===== src/rtl/dm_ctrl_pkg.sv =====
// Shared types and helpers for the data-memory access controller.
// Holds the access-size encoding, the controller state encoding and the alignment rule.
// Imported by the controller top and by the lane-alignment sub-block.
package dm_ctrl_pkg;

  localparam int WORD_BYTES = 4;

  typedef enum logic [1:0] {
    SZ_BYTE = 2'b00,
    SZ_HALF = 2'b01,
    SZ_WORD = 2'b10,
    SZ_ILL  = 2'b11
  } mem_size_t;

  typedef enum logic [2:0] {
    IDLE    = 3'd0,
    LD_RD   = 3'd1,
    LD_CAP  = 3'd2,
    ST_WR   = 3'd3,
    RMW_RD  = 3'd4,
    RMW_CAP = 3'd5,
    RMW_WR  = 3'd6
  } dm_state_t;

  // Halfwords need an even address, words a 4-byte-aligned one; size 11 is never legal.
  function automatic logic is_misaligned(input mem_size_t sz, input logic [1:0] lane);
    logic bad;
    case (sz)
      SZ_BYTE: bad = 1'b0;
      SZ_HALF: bad = lane[0];
      SZ_WORD: bad = |lane;
      default: bad = 1'b1;
    endcase
    return bad;
  endfunction

endpackage


===== src/rtl/dm_lane_align.sv =====
// Byte-lane alignment: load extract with sign/zero extension, and store merge into an old word.
// Latency: purely combinational.
// Backpressure: none; the caller decides when the results are used.
module dm_lane_align
  import dm_ctrl_pkg::*;
(
  input  mem_size_t   size,
  input  logic [1:0]  lane,
  input  logic        is_unsigned,
  input  logic [31:0] old_word,
  input  logic [31:0] new_data,
  output logic [31:0] ld_data,
  output logic [31:0] st_word
);

  logic [4:0]  byte_off;
  logic [4:0]  half_off;
  logic [31:0] byte_shift;
  logic [31:0] half_shift;
  logic [31:0] byte_mask;
  logic [31:0] half_mask;

  // Little-endian lanes: byte lane = addr[1:0], half lane = addr[1].
  assign byte_off   = {lane, 3'b000};
  assign half_off   = {lane[1], 4'b0000};
  assign byte_shift = old_word >> byte_off;
  assign half_shift = old_word >> half_off;
  assign byte_mask  = 32'h0000_00ff << byte_off;
  assign half_mask  = 32'h0000_ffff << half_off;

  // Select the lane for loads and splice the new lane into the old word for stores.
  always_comb begin
    ld_data = old_word;
    st_word = new_data;
    case (size)
      SZ_BYTE: begin
        ld_data = {{24{~is_unsigned & byte_shift[7]}}, byte_shift[7:0]};
        st_word = (old_word & ~byte_mask) | ((new_data & 32'h0000_00ff) << byte_off);
      end
      SZ_HALF: begin
        ld_data = {{16{~is_unsigned & half_shift[15]}}, half_shift[15:0]};
        st_word = (old_word & ~half_mask) | ((new_data & 32'h0000_ffff) << half_off);
      end
      default: begin
        ld_data = old_word;
        st_word = new_data;
      end
    endcase
  end

endmodule


===== src/rtl/dm_access_ctrl.sv =====
// MEM-stage initiator turning byte/half/word loads and stores into word DM accesses.
// Latency: load 3 cycles, word store 2, sub-word store (read-modify-write) 4, misaligned 1.
// Backpressure: busy stalls the pipeline; req_valid is only sampled while busy is low.
module dm_access_ctrl
  import dm_ctrl_pkg::*;
#(
  parameter int DATA_W = 32,
  parameter int DM_AW  = 12
) (
  input  logic              clk,
  input  logic              rst,
  input  logic              req_valid,
  input  logic              req_write,
  input  logic [1:0]        req_size,
  input  logic              req_unsigned,
  input  logic [31:0]       req_addr,
  input  logic [DATA_W-1:0] req_wdata,
  output logic              busy,
  output logic              rsp_valid,
  output logic              rsp_err,
  output logic [DATA_W-1:0] rsp_rdata,
  output logic              DM_read,
  output logic              DM_write,
  output logic [DM_AW-1:0]  DM_addr,
  output logic [DATA_W-1:0] DM_in,
  input  logic [DATA_W-1:0] DM_out
);

  dm_state_t         state_q, state_d;
  mem_size_t         size_q, size_d;
  logic [1:0]        lane_q, lane_d;
  logic              uns_q, uns_d;
  logic [DM_AW-1:0]  addr_q, addr_d;
  logic [DATA_W-1:0] din_q, din_d;
  logic [DATA_W-1:0] rdata_q, rdata_d;
  logic              rsp_valid_q, rsp_valid_d;
  logic              rsp_err_q, rsp_err_d;

  mem_size_t         req_sz;
  logic              accept;
  logic              req_bad;
  logic [DATA_W-1:0] ld_data;
  logic [DATA_W-1:0] st_word;
  logic              unused_addr_hi;

  assign req_sz  = mem_size_t'(req_size);
  assign accept  = (state_q == IDLE) && req_valid;
  assign req_bad = is_misaligned(req_sz, req_addr[1:0]);

  // Address bits above the DM window wrap, so they are deliberately dropped.
  assign unused_addr_hi = ^req_addr[31:DM_AW+2];

  dm_lane_align u_align (
    .size        (size_q),
    .lane        (lane_q),
    .is_unsigned (uns_q),
    .old_word    (DM_out),
    .new_data    (din_q),
    .ld_data     (ld_data),
    .st_word     (st_word)
  );

  // State and datapath registers; reset drops any in-flight request silently.
  always_ff @(posedge clk) begin
    if (!rst) begin
      state_q     <= IDLE;
      size_q      <= SZ_BYTE;
      lane_q      <= '0;
      uns_q       <= 1'b0;
      addr_q      <= '0;
      din_q       <= '0;
      rdata_q     <= '0;
      rsp_valid_q <= 1'b0;
      rsp_err_q   <= 1'b0;
    end else begin
      state_q     <= state_d;
      size_q      <= size_d;
      lane_q      <= lane_d;
      uns_q       <= uns_d;
      addr_q      <= addr_d;
      din_q       <= din_d;
      rdata_q     <= rdata_d;
      rsp_valid_q <= rsp_valid_d;
      rsp_err_q   <= rsp_err_d;
    end
  end

  // Next state: sub-word stores detour through read and capture before writing.
  always_comb begin
    state_d = state_q;
    case (state_q)
      IDLE: begin
        if (accept && !req_bad) begin
          if (!req_write)             state_d = LD_RD;
          else if (req_sz == SZ_WORD) state_d = ST_WR;
          else                        state_d = RMW_RD;
        end
      end
      LD_RD:   state_d = LD_CAP;
      LD_CAP:  state_d = IDLE;
      ST_WR:   state_d = IDLE;
      RMW_RD:  state_d = RMW_CAP;
      RMW_CAP: state_d = RMW_WR;
      RMW_WR:  state_d = IDLE;
      default: state_d = IDLE;
    endcase
  end

  // Datapath updates and the single-cycle response; din_q carries store data until merge.
  always_comb begin
    size_d      = size_q;
    lane_d      = lane_q;
    uns_d       = uns_q;
    addr_d      = addr_q;
    din_d       = din_q;
    rdata_d     = rdata_q;
    rsp_valid_d = 1'b0;
    rsp_err_d   = 1'b0;
    case (state_q)
      IDLE: begin
        if (accept) begin
          size_d = req_sz;
          lane_d = req_addr[1:0];
          uns_d  = req_unsigned;
          addr_d = req_addr[DM_AW+1:2];
          if (req_write) din_d = req_wdata;
          if (req_bad) begin
            rsp_valid_d = 1'b1;
            rsp_err_d   = 1'b1;
          end
        end
      end
      LD_CAP: begin
        rdata_d     = ld_data;
        rsp_valid_d = 1'b1;
      end
      RMW_CAP: din_d = st_word;
      ST_WR,
      RMW_WR:  rsp_valid_d = 1'b1;
      default: ;
    endcase
  end

  // DM strobes are gated by reset so an interrupted sequence never writes a partial word.
  always_comb begin
    busy      = (state_q != IDLE);
    DM_read   = rst && ((state_q == LD_RD) || (state_q == RMW_RD));
    DM_write  = rst && ((state_q == ST_WR) || (state_q == RMW_WR));
    DM_addr   = addr_q;
    DM_in     = din_q;
    rsp_valid = rsp_valid_q;
    rsp_err   = rsp_err_q;
    rsp_rdata = rdata_q;
  end

endmodule


===== config.mk =====
export PLATFORM = sky130hd
export DESIGN_NAME = dm_access_ctrl
export DESIGN_NICKNAME = d
export VERILOG_FILES = /design/src/rtl/dm_ctrl_pkg.sv /design/src/rtl/dm_lane_align.sv /design/src/rtl/dm_access_ctrl.sv
export SDC_FILE = /design/constraint.sdc
export NUM_CORES = 1
export LEC_CHECK = 0
export CORE_MARGIN = 4
export CORE_UTILIZATION = 35
export CTS_CLUSTER_DIAMETER = 150
export DETAILED_ROUTE_END_ITERATION = 10
export GPL_TIMING_DRIVEN = 0
export PLACE_DENSITY = 0.68
export REMOVE_ABC_BUFFERS = 1
export SLEW_MARGIN = 20
export SYNTH_ARGS = -nofsm -noshare
export SYNTH_HDL_FRONTEND = slang
export SYNTH_SLANG_ARGS = --single-unit

===== constraint.sdc =====
create_clock -name clk -period 2.3 [get_ports clk]
set_input_delay 0.46 -clock clk [delete_from_list [all_inputs] [get_ports clk]]
set_output_delay 0.46 -clock clk [all_outputs]
set_load 0.05 [all_outputs]

==> impl_metrics.yaml <==
die:
  num_rows: 40
  dieArea_um2: 14300
  coreArea_um2: 12100
  start_util_pct: 36.0
  fp.dieW_um: 119
  pin_count: 184
  die_y_um: 119
cells_and_area:
  diodes: 0
  final_area_um2: 6440
  fin_nets: 761
  final_cell_mix: "clkdlybuf4s50_1 (161), dfxtp_1 (79), nand2_1 (72)"
  area_growth_pct: 48.3
  drive_above_1_share_pct: 8.45
  final_common_cell: "clkdlybuf4s50_1"
  final_cells: 831
global_routing:
  grt_use_total_pct: 21.7
  antenna_found_initial: 0
  overflow: 0
  grt_pass1_wl_mm: 24.8
  grt_max_degree: 46
  first_global_vias: 4428
sta:
  whs_ns: 0.454
  rsz0062_at_grt: "false"
  setup_viol: 0
  setup-tns-final_ns: 0
  period_needed_ns: 2.18
  skew_ns: 0.00673
  clock.fmax_mhz: 458
  drv_slew: 0
  slew_headroom_pct: 50.9
  worst_pin_slew_ns: 0.732
  hold_violations: 0
  post-route-period-util_pct: 94.9
clocking:
  cts-htree-levels: 3
  clock_sinks: 86
  cts_root_buf: "clkbuf_16"
  cts_buffer_depth: 2
  insertion_delay_ns: 0.34
  clk_pin_slew_ns: 0.07
  cts_tree: "yes"
  cts_made_buffers: 9
setup_path:
  worstSetupPathType: "flop to flop"
  start_kind: "flop"
  arrival_ns: 2.45
  rrSetupSlack_ns: 0.12
  worstPathMaxFanout: 24
  r2r_cells: 4
  cp.required_ns: 2.57
  setup.worst_path.end_class: "flop"
placed_design:
  gp_congestion: 0.841
  dpl_cell_area_um2: 6070
  dp_hpwl_mm: 11.7
  port_buffers: 165
  dp.cells: 814
detailed_routing:
  drcViolationCount: 0
  viasPerCell: 5.65
  drt_iter0_markers: 325
  final_antenna_net_count: 0
  drt_pass1_iterations: 5
  wl_per_cell_um: 19.3
  wirelength_mm: 16.1
  num_vias: 4695
power:
  power_w: 0.00496
  p_per_area_nw_per_um2: 770
  p_leak_nw: 2.21
  irDropWorstVdd_mv: 0.434
yosys:
  yosys_warnings: 0
  ys_types: 50
  synth-seq-area-share_pct: 39.6
  yosys_register_bits: 86
  synth_area_um2: 4340
  synth_edf_count: 0
  netlist_instances: 523
  avgSynthCellArea_um2: 8.31
  async_flop_share_pct: 0
  yosys_most_used_dff: "dfxtp_1"
worst_hold_path:
  hold_class: "flop to flop"
  worst_hold_path.num_cells: 2
run:
  maxCapViolations: 0
run_status:
  status: "complete, no violations"
## worst paths after layout
check               end       start
max           DM_in[28]   size_q[0]
min          DM_addr[1]  DM_addr[1]
max reg2reg   DM_in[28]   size_q[0]
min reg2reg  DM_addr[1]  DM_addr[1]
## critical path: stages, from the launching register on
cell	delay (ns)
dfxtp_2	0.61
nand2b_1	0.51
a21oi_2	0.54
o221ai_1	0.20
a31oi_1	0.23
## per-stage QoR
step                      utilization [%]  setup WS (ns)
after global placement               49.5          -1.95
after global routing                 53.4        0.00176
final                                53.4          0.116
after CTS                            53.3        0.00806
after detailed placement             50.3         -0.241
after floorplan                         -         -0.199
## logic make-up after synthesis
family / count (synthesis) / share of synthesized area (%)
DFF: 86 / 39.6
buffers and inverters: 70 / 7.52
and+or+nand+nor: 137 / 15.3
xor gates and xnor gates: 1 / 0.202
muxes: 9 / 2.07
AOI/OAI and AO/OA: 220 / 35.3
## Yosys cell counts (all sizes together), types with 9 or more instances
library cell	number	share of area, %
o22ai	9	1.3
nor2	29	2.5
a31oi	20	3.2
a211oi	17	2.9
o21ai	49	5.6
dfxtp	86	40
buf	28	3.9
clkbuf	19	1.6
a221oi	23	4.6
mux2i	9	2.1
inv	23	2.0
o32ai	17	5.2
nand2	73	6.4
nor3b	9	1.7
a21oi	50	5.8
## per-layer routing
metal  track usage [%]  wire length (um)  up-vias
li1                  -                 -     2222
met1              28.2              6960     2213
met2              35.4              7340      236
met3              6.84              1530       24
met4              4.94               245        0
met5                 0                 0        -
## power by group
part           switching, W  internal [W]
logic              0.000936      0.000541
clock network      0.000631       0.00109
registers          0.000136       0.00162
total               0.00170       0.00326
## layout make-up
class	instances	area, um^2
fillers	1120	5620
multi-input cells	367	2330
repair buffers	171	1740
flip-flops and latches	86	1730
clock buffers	11	243
well taps	168	210
clock inverters	5	106
inverters	23	86.3
## repair_timing
action	CTS	global route
buffers inserted	0	1
endpoints found under the setup margin	51	31
hold endpoints to repair	0	0
hold buffers	0	0
pin swaps	0	1
gates resized for setup	8	4
(Power assumes the default switching activity.)
